`config.mk`:
```
export PLATFORM = sky130hd
export DESIGN_NAME = vr_conditioner
export DESIGN_NICKNAME = d
export VERILOG_FILES = /design/src/rtl/efi_pkg.sv /design/src/rtl/vr_glitch_filter.sv /design/src/rtl/vr_conditioner.sv
export SDC_FILE = /design/constraint.sdc
export NUM_CORES = 1
export LEC_CHECK = 0
export BUFFER_PORTS_ARGS = -buffer_cell sky130_fd_sc_hd__buf_2
export CAP_MARGIN = 20
export CORE_MARGIN = 1
export CORE_UTILIZATION = 60
export CTS_CLUSTER_DIAMETER = 80
export DETAILED_ROUTE_END_ITERATION = 10
export PLACE_DENSITY_LB_ADDON = 0.1
export SLEW_MARGIN = 20
export SYNTH_ARGS = -nofsm -noshare
export SYNTH_HDL_FRONTEND = slang
export SYNTH_HIERARCHICAL = 1
export SYNTH_SLANG_ARGS = --single-unit
```
`constraint.sdc`:
```
create_clock -name clk -period 7.1 [get_ports clk]
set_input_delay 1.42 -clock clk [delete_from_list [all_inputs] [get_ports clk]]
set_output_delay 1.42 -clock clk [all_outputs]
set_load 0.05 [all_outputs]
```
`src/rtl/efi_pkg.sv`:
```
// Shared EFI types: crank-engine state encoding and default period width,
// common to the VR conditioner, sync and the injector/ignition drivers.
package efi_pkg;

  localparam int PERIOD_W_DEF = 32;

  typedef enum logic [1:0] {
    ST_IDLE  = 2'd0,
    ST_FIRST = 2'd1,
    ST_RUN   = 2'd2
  } efi_state_e;

endpackage

```
`src/rtl/vr_glitch_filter.sv`:
```
// Resynchronises an asynchronous comparator input and only lets the filtered
// level follow it after FILTER_LEN consecutive cycles of disagreement.
module vr_glitch_filter #(
  parameter int FILTER_LEN = 4
) (
  input  logic clk,
  input  logic reset_n,
  input  logic vrin,
  output logic vr_clean
);

  localparam int CW = (FILTER_LEN > 1) ? $clog2(FILTER_LEN) : 1;
  localparam logic [CW-1:0] LAST = CW'(FILTER_LEN - 1);

  logic          s1;
  logic          s2;
  logic [CW-1:0] stable_cnt;

  // The toggle fires on the FILTER_LEN-th consecutive mismatching cycle,
  // so the counter only needs to reach FILTER_LEN-1 before wrapping.
  always_ff @(posedge clk or negedge reset_n) begin
    if (!reset_n) begin
      s1         <= 1'b0;
      s2         <= 1'b0;
      stable_cnt <= '0;
      vr_clean   <= 1'b0;
    end else begin
      s1 <= vrin;
      s2 <= s1;
      if (s2 == vr_clean) begin
        stable_cnt <= '0;
      end else if (stable_cnt == LAST) begin
        stable_cnt <= '0;
        vr_clean   <= ~vr_clean;
      end else begin
        stable_cnt <= stable_cnt + CW'(1);
      end
    end
  end

endmodule

```
`src/rtl/vr_conditioner.sv`:
```
// Crank VR front end: glitch filter, selected-edge detect, adaptive blanking
// against the previous tooth period, period measurement and stall detection.
module vr_conditioner
  import efi_pkg::*;
#(
  parameter int                  FILTER_LEN   = 4,
  parameter int                  PERIOD_W     = PERIOD_W_DEF,
  parameter int                  BLANK_SHIFT  = 2,
  parameter logic [PERIOD_W-1:0] STALL_CYCLES = PERIOD_W'(32'd4_000_000)
) (
  input  logic                clk,
  input  logic                reset_n,
  input  logic                vrin,
  input  logic                en,
  input  logic                edge_sel,
  output logic                vr_clean,
  output logic                tooth,
  output logic [PERIOD_W-1:0] tooth_period,
  output logic                period_valid,
  output logic                stalled,
  output logic [15:0]         reject_cnt,
  output efi_state_e          state_dbg
);

  efi_state_e          state;
  efi_state_e          state_next;
  logic                clean_d;
  logic                tooth_raw;
  logic [PERIOD_W-1:0] cnt;
  logic [PERIOD_W-1:0] blank_win;
  logic                accept;
  logic                reject;
  logic                stall_hit;
  logic                publish;

  vr_glitch_filter #(.FILTER_LEN(FILTER_LEN)) u_filter (
    .clk      (clk),
    .reset_n  (reset_n),
    .vrin     (vrin),
    .vr_clean (vr_clean)
  );

  // edge_sel is applied at the transition itself, so changing it between
  // transitions can never manufacture a strobe.
  assign tooth_raw = (vr_clean != clean_d) && (vr_clean == ~edge_sel);
  assign blank_win = tooth_period >> BLANK_SHIFT;
  assign publish   = accept && (state != ST_IDLE);
  assign state_dbg = state;

  always_ff @(posedge clk or negedge reset_n) begin
    if (!reset_n) begin
      state   <= ST_IDLE;
      clean_d <= 1'b0;
    end else begin
      state   <= state_next;
      clean_d <= vr_clean;
    end
  end

  always_comb begin
    state_next = state;
    accept     = 1'b0;
    reject     = 1'b0;
    stall_hit  = 1'b0;
    if (!en) begin
      state_next = ST_IDLE;
    end else begin
      case (state)
        ST_IDLE: begin
          if (tooth_raw) begin
            accept     = 1'b1;
            state_next = ST_FIRST;
          end
        end
        ST_FIRST, ST_RUN: begin
          // Stall wins over a coincident edge; that edge is dropped.
          if (cnt >= STALL_CYCLES) begin
            stall_hit  = 1'b1;
            state_next = ST_IDLE;
          end else if (tooth_raw && (state == ST_RUN) && (cnt < blank_win)) begin
            reject = 1'b1;
          end else if (tooth_raw) begin
            accept     = 1'b1;
            state_next = ST_RUN;
          end
        end
        default: state_next = ST_IDLE;
      endcase
    end
  end

  // tooth is a one-cycle strobe; tooth_period/period_valid are already
  // updated in that same cycle, so a consumer samples all three together.
  always_ff @(posedge clk or negedge reset_n) begin
    if (!reset_n) begin
      cnt          <= '0;
      tooth_period <= '0;
      period_valid <= 1'b0;
      stalled      <= 1'b0;
      tooth        <= 1'b0;
      reject_cnt   <= '0;
    end else if (!en) begin
      cnt          <= '0;
      tooth_period <= '0;
      period_valid <= 1'b0;
      stalled      <= 1'b0;
      tooth        <= 1'b0;
    end else begin
      tooth <= accept;
      if (accept) begin
        cnt <= PERIOD_W'(1);
      end else if (cnt != '1) begin
        cnt <= cnt + PERIOD_W'(1);
      end
      if (accept && (state == ST_IDLE)) begin
        stalled <= 1'b0;
      end
      if (publish) begin
        tooth_period <= cnt;
        period_valid <= 1'b1;
      end
      if (stall_hit) begin
        stalled      <= 1'b1;
        period_valid <= 1'b0;
      end
      if (reject && (reject_cnt != 16'hFFFF)) begin
        reject_cnt <= reject_cnt + 16'd1;
      end
    end
  end

endmodule

```
; ---- Yosys cells after proc, flatten, opt, wreduce, memory -nomap -nowiden
; Cells that the tools add are included.
; W data, S select, Z words.
[op_classes]
n_eq_ne = 15
magnitude_cmp = 2
add_sub_neg = 3
reduce_logical = 12
n_bitwise = 3
mux = 32
[op_table]
columns = cell, count
row1 = $mux W32, 5
row2 = $add A32 B1 Y32 const B, 1
row3 = $ge A32 B22 Y1 const B, 1
row4 = $lt A32 B30 Y1, 1
row5 = $ne A32 B32 Y1 const B, 1
row6 = $mux W1, 18
row7 = $add A16 B1 Y16 const B, 1
row8 = $ne A16 B16 Y1 const B, 1
row9 = $mux W2, 7
row10 = $ne A3 B1 Y1 const B, 3
row11 = $ne A4 B4 Y1 const B, 2
row12 = $logic_and A1 B1 Y1, 6
row13 = $eq A2 B2 Y1 const B, 2
row14 = $pmux W2 S2, 1
row15 = $reduce_and A2 Y1, 2
row16 = $ne A3 B3 Y1 const B, 1
row17 = $not A1 Y1, 3
row18 = $reduce_and A3 Y1, 1
row19 = $add A2 B1 Y2 const B, 1
row20 = $eq A1 B1 Y1, 2
row21 = $eq A2 B1 Y1 const B, 1
row22 = $logic_not A2 Y1, 1
row23 = $ne A2 B1 Y1 const B, 1
row24 = $pmux W1 S2, 1
row25 = 3 further kinds, 3
[word_totals]
output_inout_bits = 54
register_bits = 91
input_bits = 5
wordCells = 79

; ---- Depth between registers and ports, before layout
; Gate-level depths: netlist of run 1.
[depth]
word_depth = 13
ltp_mapped = 11
depth_no_buf = 9

; ---- Hierarchy
; Netlist of run 1, hierarchy kept.
[modules_own_cells]
columns = mod, cells_each, n_inst, seq_area_each_um2, area_each_um2
row1 = vr_conditioner, 527, 1, 2152.1, 4890.9
row2 = vr_glitch_filter, 10, 1, 125.1, 173.9

; ---- Worst setup path before layout of run 1
; Ideal clock, no wire load.
[synth_timing]
path_type = input -> register
startpoint = in edge_sel
endpoint = reg tooth_period[10]
n_path_buf = 1
slack_ns = 4.064
required_time_ns = 7.021
cell_stages = 8
arrival_time_ns = 2.956
setup_time_ns = 0.079
cell_sequence = nor2b_1 a21oi_1 nor3_1 o221ai_1 nor2_1 nor4_4 buf_6 mux2i_1
[synth_via]
elab_chain_len = 11
word_cells_on_any_way = 12
classes_between = 2 x eq/ne / 5 x mux / 1 x bitwise / 4 x reduce/logical
[synth_rtl]
columns = element, line
row1 = start: declaration, vr_conditioner.sv:15  ; input logic edge_sel,
row2 = $not A1 Y1 *, vr_conditioner.sv:45  ; assign tooth_raw = (vr_clean != clean_d) && (vr_clean == ~edge_sel);
row3 = $eq A1 B1 Y1 *, vr_conditioner.sv:45
row4 = $logic_and A1 B1 Y1 *, vr_conditioner.sv:45
row5 = $logic_and A1 B1 Y1 (2 in series), vr_conditioner.sv:80  ; end else if (tooth_raw && (state == ST_RUN) && (cnt < blank_win)) begin
row6 = $mux W1, vr_conditioner.sv:80
row7 = $mux W1, vr_conditioner.sv:77  ; if (cnt >= STALL_CYCLES) begin
row8 = $pmux W1 S2 *, vr_conditioner.sv:68  ; case (state)
row9 = $mux W1 *, vr_conditioner.sv:65  ; if (!en) begin
row10 = $logic_and A1 B1 Y1 *, vr_conditioner.sv:47  ; assign publish = accept && (state != ST_IDLE);
row11 = $ne A2 B1 Y1 (no line) *, --
row12 = end signal: assignment, vr_conditioner.sv:119  ; tooth_period <= cnt;
row13 = end: declaration, vr_conditioner.sv:18  ; output logic [PERIOD_W-1:0] tooth_period,
; Every way passes the cells marked *; elsewhere a longest branch is shown, timed or not.
; A chain may end at the register's enable or synchronous reset.

; ---- Final worst setup path of run 1
[layout_timing]
startpoint = in edge_sel
endpoint = reg tooth_period[7]
; Same word-level chain as after synthesis.

==> results.json, run 1 <==
{
  "maxCapViolations": 0,
  "die_y_um": 93.9,
  "dp_slack_ns": 2.91,
  "grt_pass1_wl_um": 17800,
  "hold_viol_final": 0,
  "placed_area_um2": 5450,
  "hold-path-endpoint": "u_filter/s2",
  "first_pass_iters": 4,
  "ys_dominant_reg_cell": "dfrtp_1",
  "via_count": 4001,
  "r2r-end": "tooth_period[7]",
  "powerDensity_nw_per_um2": 193,
  "fmax_mhz": 282,
  "syn-num-nets": 578,
  "drv_slew": 0,
  "cp_max_fo": 16,
  "fp.coreArea_um2": 8180,
  "setup_slack_ns": 3.55,
  "hp-class": "reg2reg",
  "path_cells": "buf_2 > nor2b_1 > a21oi_1 > nor3_1 > o221ai_1 > nor2_1 > nor4_4 > buf_6 > buf_4 > mux2i_1",
  "slew_headroom": 0.338,
  "vdd_drop_max_mv": 0.106,
  "status": "complete, no violations",
  "stdcell_area_um2": 5650,
  "clk_pin_slew_ns": 0.09,
  "rsz0062_at_grt": "no",
  "r2r_slack_ns": 3.73,
  "grt_usage": 0.258,
  "rows": 33,
  "cts_setup_buffers": 0,
  "fin_hold_ws_ns": 0.354,
  "yosysUniqueCellTypes": 53,
  "busiest_layer": "met2",
  "drc": 0,
  "finalCritPeriodShare": 0.500,
  "synthCells": 537,
  "grt_max_degree": 55,
  "arrival_ns": 3.82,
  "r2r-start": "cnt[29]",
  "met3_usage": 0.0405,
  "synth_edf_count": 0,
  "fin_skew_ns": 0.0159,
  "antenna_found_initial": 0,
  "drt-initial-drc-count": 211,
  "final_cell_mix": "91 x dfrtp_1, 78 x nand2_1, 57 x nor2_1, 57 x buf_2, 40 x inv_1",
  "synth_area_leader_cell": "dfrtp_1",
  "grt_pass1_vias": 3782,
  "start_util": 0.620,
  "cts_root_buffer": "clkbuf_8",
  "ctsResizeCount": 0,
  "stdcell_count": 704,
  "n_antenna_cell": 0,
  "async_flop_share": 1.00,
  "met2_usage": 0.418,
  "avgViaCountPerCell": 5.68,
  "fin_crit_ns": 3.55,
  "finalWirelength_um": 10500,
  "final_nets": 635,
  "cp_slowest_cell": "nor4_4",
  "ys_warn_count": 6,
  "wl_per_cell_um": 14.9,
  "crit_path_end_kind": "flop",
  "p_leak_nw": 2.54,
  "cts_made_buffers": 9,
  "ant_nets": 0,
  "cts_max_level": 3,
  "ys_ff_latch": 91,
  "finalSetupTns_ns": 0,
  "dpl.hpwl_um": 7540,
  "layout_commonest_cell": "dfrtp_1",
  "ctsLongestPathBuffers": 2,
  "dieArea_um2": 8810,
  "numClockSinks": 91,
  "worst_pin_slew_ns": 0.985,
  "syn-mean-instance-area_um2": 9.43,
  "ys_top_cells_by_area": "dfrtp_1 45%, ha_1 8.9%, nand2_1 5.8%",
  "grt_util_met1": 0.349,
  "drive_gt1_frac": 0.147,
  "cts_tree": "built",
  "grt-ovfl-total": 0,
  "whs_path_depth": 0,
  "io_buffers": 58,
  "synth_area_um2": 5060,
  "r2r_cells": 10,
  "ios": 59,
  "clock_latency_ns": 0.36,
  "hold_start": "u_filter/s1",
  "cp_slowest_stage_delay_ns": 0.63,
  "ys_seq_area_frac": 0.450,
  "yosys.area.top_type_share": 0.450,
  "die-width_um": 93.9,
  "area_growth_pct": 11.6,
  "dp.cells": 687,
  "setup.worst_path.start_class": "input port",
  "hold_buffers": 0,
  "crit_type": "in2reg",
  "finalSetupViolCount": 0,
  "place_congestion": 0.838,
  "worstPathRequired_ns": 7.37
}
layout make-up:
type	instances	area, µm²
clock inverters	5	37.5
well taps	105	131
flip-flops and latches	91	2280
fillers	669	2520
repair buffers	63	334
inverters	40	150
clock buffers	11	151
multi-input cells	389	2570
stage by stage:
step,power (mW),utilization
3_5_place_dp,0.763,0.667
2_1_floorplan,0.704,-
5_1_grt,1.14,0.691
3_3_place_gp,0.757,0.667
4_1_cts,1.09,0.690
6_report,1.09,0.691
synthesized netlist by cell type (all sizes together) (2+ instances only):
library cell and count:
nand3 27, nand4 17, ha 36, nor3 27, a31oi 2, o211a 2, dfrtp 91, nor4 10
and3 6, o21a 3, o211ai 2, and2 2, nor2b 2, xnor2 29, mux2 3, buf 8
or3 4, o21ai 8, a211oi 4, inv 40, nand2 78, clkbuf 9, a21oi 10, and4 4
xor2 14, nor2 57, mux2i 23
critical path, delay by kind of cell:
kind / cells / cell delay (ns)
simple gates: 4 / 0.98
buf+inv: 3 / 0.66
compound gates: 2 / 0.49
mux: 1 / 0.24
worst max path at each step:
stage,end,start,slack (ns)
6_report,tooth_period[7],edge_sel,3.55
5_1_grt,tooth_period[14],edge_sel,3.37
4_1_cts,tooth_period[7],edge_sel,3.28
3_5_place_dp,tooth_period[7],edge_sel,2.91
3_3_place_gp,tooth_period[7],edge_sel,3.04
2_1_floorplan,tooth_period[10],edge_sel,4.06
cell families (layout without fill, tap and decap cells):
| logic type | count (synthesis) | count (layout) | share of synthesized area |
|---|---|---|---|
| buffers and inverters | 57 | 119 | 0.0467 |
| xor gates and xnor gates | 43 | 43 | 0.0744 |
| DFF | 91 | 91 | 0.450 |
| and+or+nand+nor | 242 | 242 | 0.232 |
| adders and majority gates | 36 | 36 | 0.0889 |
| AOI/OAI and AO/OA | 42 | 42 | 0.0566 |
| muxes | 26 | 26 | 0.0521 |
state kept, by name, summed over array words and instances (netlist names), 2 cells and up:
signal / cells
cnt: 32
reject_cnt: 16
state_dbg: 2
tooth_period: 32
u_filter/stable_cnt: 2
layer usage:
metal,routed length (µm),vias to the layer above
met5,0,-
met4,185,0
met3,362,19
met2,5000,87
met1,4950,1939
li1,-,1956
power breakdown:
group	internal, mW	leakage, nW	switching [mW]
registers	0.538	1.26	0.0213
logic	0.0574	1.19	0.135
clock network	0.147	0.0915	0.189
No activity file was read; power rests on OpenSTA's default activity.
==> inputs of run 2 (changes only) <==
Settings changed: CORE_UTILIZATION 60 to 53.
Clock period 7.1 ns to 3.05 ns, I/O delays scaled along.
==> results.json, run 2 (synthesis results as in run 1) <==
{
  "first_pass_iters": 4,
  "arrival_ns": 3.09,
  "finalSetupViolCount": 0,
  "die_y_um": 99.8,
  "grt_pass1_vias": 3966,
  "maxCapViolations": 0,
  "p_leak_nw": 2.65,
  "cts_root_buffer": "clkbuf_8",
  "cts_max_level": 3,
  "setup.worst_path.start_class": "flop",
  "placed_area_um2": 5650,
  "cp_max_fo": 11,
  "crit_path_end_kind": "flop",
  "drt-initial-drc-count": 201,
  "fmax_mhz": 353,
  "reg.largest.list": "cnt x32, tooth_period x32, reject_cnt x16",
  "critPathTopFamily": "simple AND/OR/NAND/NOR gates",
  "cp_slowest_cell": "or4_1",
  "totalPowerFinal_mw": 2.63,
  "power_frac_seq": 0.494,
  "fin_hold_ws_ns": 0.227,
  "post-route-util": 0.634,
  "rows": 35,
  "cp_num_buf_inv": 2,
  "grt_pass1_wl_um": 19100,
  "numClockSinks": 91,
  "drive_gt1_frac": 0.172,
  "finalWirelength_um": 11200,
  "swShare": 0.317,
  "place_congestion": 0.871,
  "via_count": 4029,
  "die-width_um": 99.8,
  "n_antenna_cell": 0,
  "internal_power_mw": 1.80,
  "crit_type": "reg2reg",
  "setup_slack_ns": 0.220,
  "power_frac_comb": 0.183,
  "avgViaCountPerCell": 5.41,
  "wl_per_cell_um": 15.0,
  "antenna_found_initial": 0,
  "finalCritPeriodShare": 0.928,
  "fp.coreArea_um2": 9240,
  "hold_viol_final": 0,
  "fin_skew_ns": 0.0164,
  "dpl.hpwl_um": 8090,
  "p_switching_mw": 0.834,
  "worst_pin_slew_ns": 0.734,
  "area_growth_pct": 15.6,
  "drc": 0,
  "hold_buffers": 0,
  "start_util": 0.548,
  "cts_made_buffers": 9,
  "status": "complete, no violations",
  "final_nets": 652,
  "vdd_drop_max_mv": 0.216,
  "ant_nets": 0,
  "grt_max_degree": 49,
  "grt-ovfl-total": 0,
  "ios": 59,
  "powerDensity_nw_per_um2": 449,
  "stdcell_count": 745,
  "clock_latency_ns": 0.37,
  "io_buffers": 58,
  "path_cells": "ha_1 > nand3_1 > or4_1 > a21oi_2 > nor2_1 > buf_4 > o311ai_4 > buf_4 > nor2_1",
  "dp.cells": 729,
  "rsz0062_at_grt": "no",
  "cts_tree": "built",
  "cp_slowest_stage_delay_ns": 0.59,
  "worstPathRequired_ns": 3.30,
  "layout_commonest_cell": "dfrtp_1",
  "pwr-share-clk": 0.323,
  "grt_usage": 0.244,
  "ctsLongestPathBuffers": 2,
  "slew_headroom": 0.507,
  "hp-class": "in2async",
  "fin_crit_ns": 2.83,
  "final_cell_mix": "91 x dfrtp_1, 78 x nand2_1, 57 x nor2_1, 57 x buf_2, 40 x inv_1",
  "dp_slack_ns": 0.212,
  "finalSetupTns_ns": 0,
  "dieArea_um2": 9950,
  "drv_slew": 0,
  "stdcell_area_um2": 5860,
  "clk_pin_slew_ns": 0.10
}
run 2: worst paths after layout:
path | startpoint | endpoint | slack (ns) | depth (start not counted)
setup / recovery | cnt[7] | cnt[6] | 0.22 | 9
hold / removal | reset_n | reject_cnt[11] | 0.23 | 1
setup reg to reg | cnt[7] | cnt[6] | 0.22 | 9
hold reg to reg | u_filter/s1 | u_filter/s2 | 0.36 | 0
max in group asynchronous | reset_n | cnt[17] | 2.16 | 2
min in group clk | vrin | u_filter/s1 | 0.34 | 1
run 2: layout make-up:
type / instances / area, µm²
clock buffers: 9 / 124
clock inverters: 7 / 73.8
fillers: 844 / 3380
inverters: 40 / 150
multi-input cells: 389 / 2570
flip-flops and latches: 91 / 2280
well taps: 129 / 161
repair buffers: 80 / 495
run 2: power by group through the flow:
stage | Combinational [mW] | Sequential [mW] | Clock (mW)
floorplan | 0.259 | 1.38 | 0
global placement | 0.473 | 1.32 | 0
detailed placement | 0.479 | 1.32 | 0
CTS | 0.483 | 1.30 | 0.864
global route | 0.529 | 1.31 | 0.916
finish | 0.480 | 1.30 | 0.850
run 2: metal layers:
metal | track usage | wire [µm] | vias up
met5 | 0 | 0 | -
met1 | 0.338 | 5430 | 1950
li1 | - | - | 1981
met4 | 0.0724 | 131 | 0
met2 | 0.391 | 5060 | 90
met3 | 0.0436 | 540 | 8
run 2: timing repair:
item,in CTS,in global routing
buffers inserted,0,0
endpoints found under the setup margin,0,1
resized for setup,0,1
==> inputs of run 3 (changes only) <==
Settings changed: CORE_ASPECT_RATIO from default to 0.8, HOLD_SLACK_MARGIN from default to 0.06.
==> results.json, run 3 (synthesis results as in run 1) <==
{
  "io_buffers": 58,
  "critPathTopFamily": "compound AO/OA/AOI/OAI gates",
  "finalCritPeriodShare": 0.951,
  "fp.coreArea_um2": 9150,
  "final_nets": 653,
  "finalWirelength_um": 11400,
  "hold_buffers": 0,
  "r2r_cells": 11,
  "start_util": 0.553,
  "dp.cells": 716,
  "r2r-end": "cnt[24]",
  "numClockSinks": 91,
  "powerDensity_nw_per_um2": 477,
  "ctsResizeCount": 0,
  "finalSetupViolCount": 0,
  "die-width_um": 111,
  "grt_usage": 0.241,
  "ctsLongestPathBuffers": 2,
  "ios": 59,
  "cts_made_buffers": 9,
  "hold_viol_final": 0,
  "clk_pin_slew_ns": 0.07,
  "cts_tree": "built",
  "r2r-start": "tooth_period[19]",
  "fin_skew_ns": 0.00890,
  "cp_slowest_cell": "nor4_1",
  "fmax_mhz": 345,
  "dpl.hpwl_um": 8270,
  "worst_pin_slew_ns": 0.816,
  "via_count": 4114,
  "cts_root_buffer": "clkbuf_16",
  "clock_latency_ns": 0.34,
  "finalSetupTns_ns": 0,
  "first_pass_iters": 7,
  "fin_crit_ns": 2.90,
  "grt_max_degree": 48,
  "startpoint": "tooth_period[19]",
  "totalPowerFinal_mw": 2.83,
  "drv_slew": 0,
  "r2r_slack_ns": 0.15,
  "rows": 31,
  "wl_per_cell_um": 15.5,
  "maxCapViolations": 0,
  "reg.largest.list": "cnt x32, tooth_period x32, reject_cnt x16",
  "cts_max_level": 3,
  "stdcell_count": 732,
  "hp-class": "in2async",
  "violations": "design-rule violations",
  "layout_commonest_cell": "dfrtp_1",
  "arrival_ns": 3.16,
  "cp_slowest_stage_delay_ns": 0.41,
  "grt-ovfl-total": 0,
  "grt_pass1_vias": 3901,
  "final_cell_mix": "91 x dfrtp_1, 78 x nand2_1, 57 x nor2_1, 57 x buf_2, 40 x inv_1",
  "setup.worst_path.start_class": "flop",
  "p_leak_nw": 2.69,
  "drc": 10,
  "area_growth_pct": 17.2,
  "dieArea_um2": 9950,
  "cp_max_fo": 23,
  "drt-initial-drc-count": 230,
  "vdd_drop_max_mv": 0.394,
  "ant_nets": 0,
  "status": "finished, violations left",
  "worstPathRequired_ns": 3.31,
  "crit_type": "reg2reg",
  "cts_setup_buffers": 0,
  "slew_headroom": 0.452,
  "die_y_um": 89.4,
  "path_cells": "inv_1 > ha_1 > a211oi_1 > o22ai_1 > nor4_1 > o221ai_1 > nor2_1 > buf_12 > o311ai_4 > buf_4 > nor2_1",
  "drive_gt1_frac": 0.170,
  "place_congestion": 0.836,
  "n_antenna_cell": 0,
  "grt_pass1_wl_um": 19000,
  "cp_num_buf_inv": 3,
  "avgViaCountPerCell": 5.62,
  "crit_top_cell": "nor2_1",
  "antenna_found_initial": 0,
  "crit_path_end_kind": "flop",
  "rsz0062_at_grt": "no"
}
run 3: cell types whose count changed in the layout (fill, tap and decap cells not counted), sizes merged:
| cell | delta |
|---|---|
| buf | +1 |
| inv | -3 |
| clkinvlp | +1 |
| bufinv | -1 |
| clkbuf | +3 |
run 3: area by class of cell:
class | count | area, µm²
sequential | 91 | 2280
timing repair buffer | 81 | 515
fill | 752 | 3220
clock inverter | 4 | 25.0
multi-input combinational | 389 | 2570
inverter | 40 | 150
clock buffer | 12 | 256
tap | 115 | 144
run 3: routing by layer:
metal / GRT usage / routed length [µm] / vias up
met5: 0 / 0 / -
met4: 0.0713 / 142 / 0
met3: 0.0468 / 536 / 16
met2: 0.378 / 4940 / 114
met1: 0.343 / 5770 / 1991
li1: - / - / 1993
run 3: worst max path at each step:
stage,end,slack [ns],depth (start not counted)
6_report,cnt[24],0.15,11
4_1_cts,tooth_period[5],0.21,9
3_5_place_dp,tooth_period[16],0.23,10
5_1_grt,cnt[18],0.01,11
2_1_floorplan,tooth_period[10],0.26,10
3_3_place_gp,tooth_period[7],0.26,9
run 3: report_power, final:
part / internal (mW) / total (mW) / switching [mW] / leakage, nW
combinational: 0.150 / 0.477 / 0.327 / 1.30
sequential: 1.25 / 1.30 / 0.0472 / 1.26
clock: 0.594 / 1.05 / 0.456 / 0.135
total: 2.00 / 2.83 / 0.831 / 2.69
run 3: metrics by stage:
step	hold slack (ns)	area, µm²	util	setup WS, ns
after floorplan	0.314	5060	-	0.256
after global placement	0.332	5660	0.618	0.258
after detailed placement	0.335	5660	0.618	0.228
after CTS	0.293	5940	0.649	0.206
after global routing	0.313	5940	0.649	0.0136
final	0.269	5940	0.649	0.148
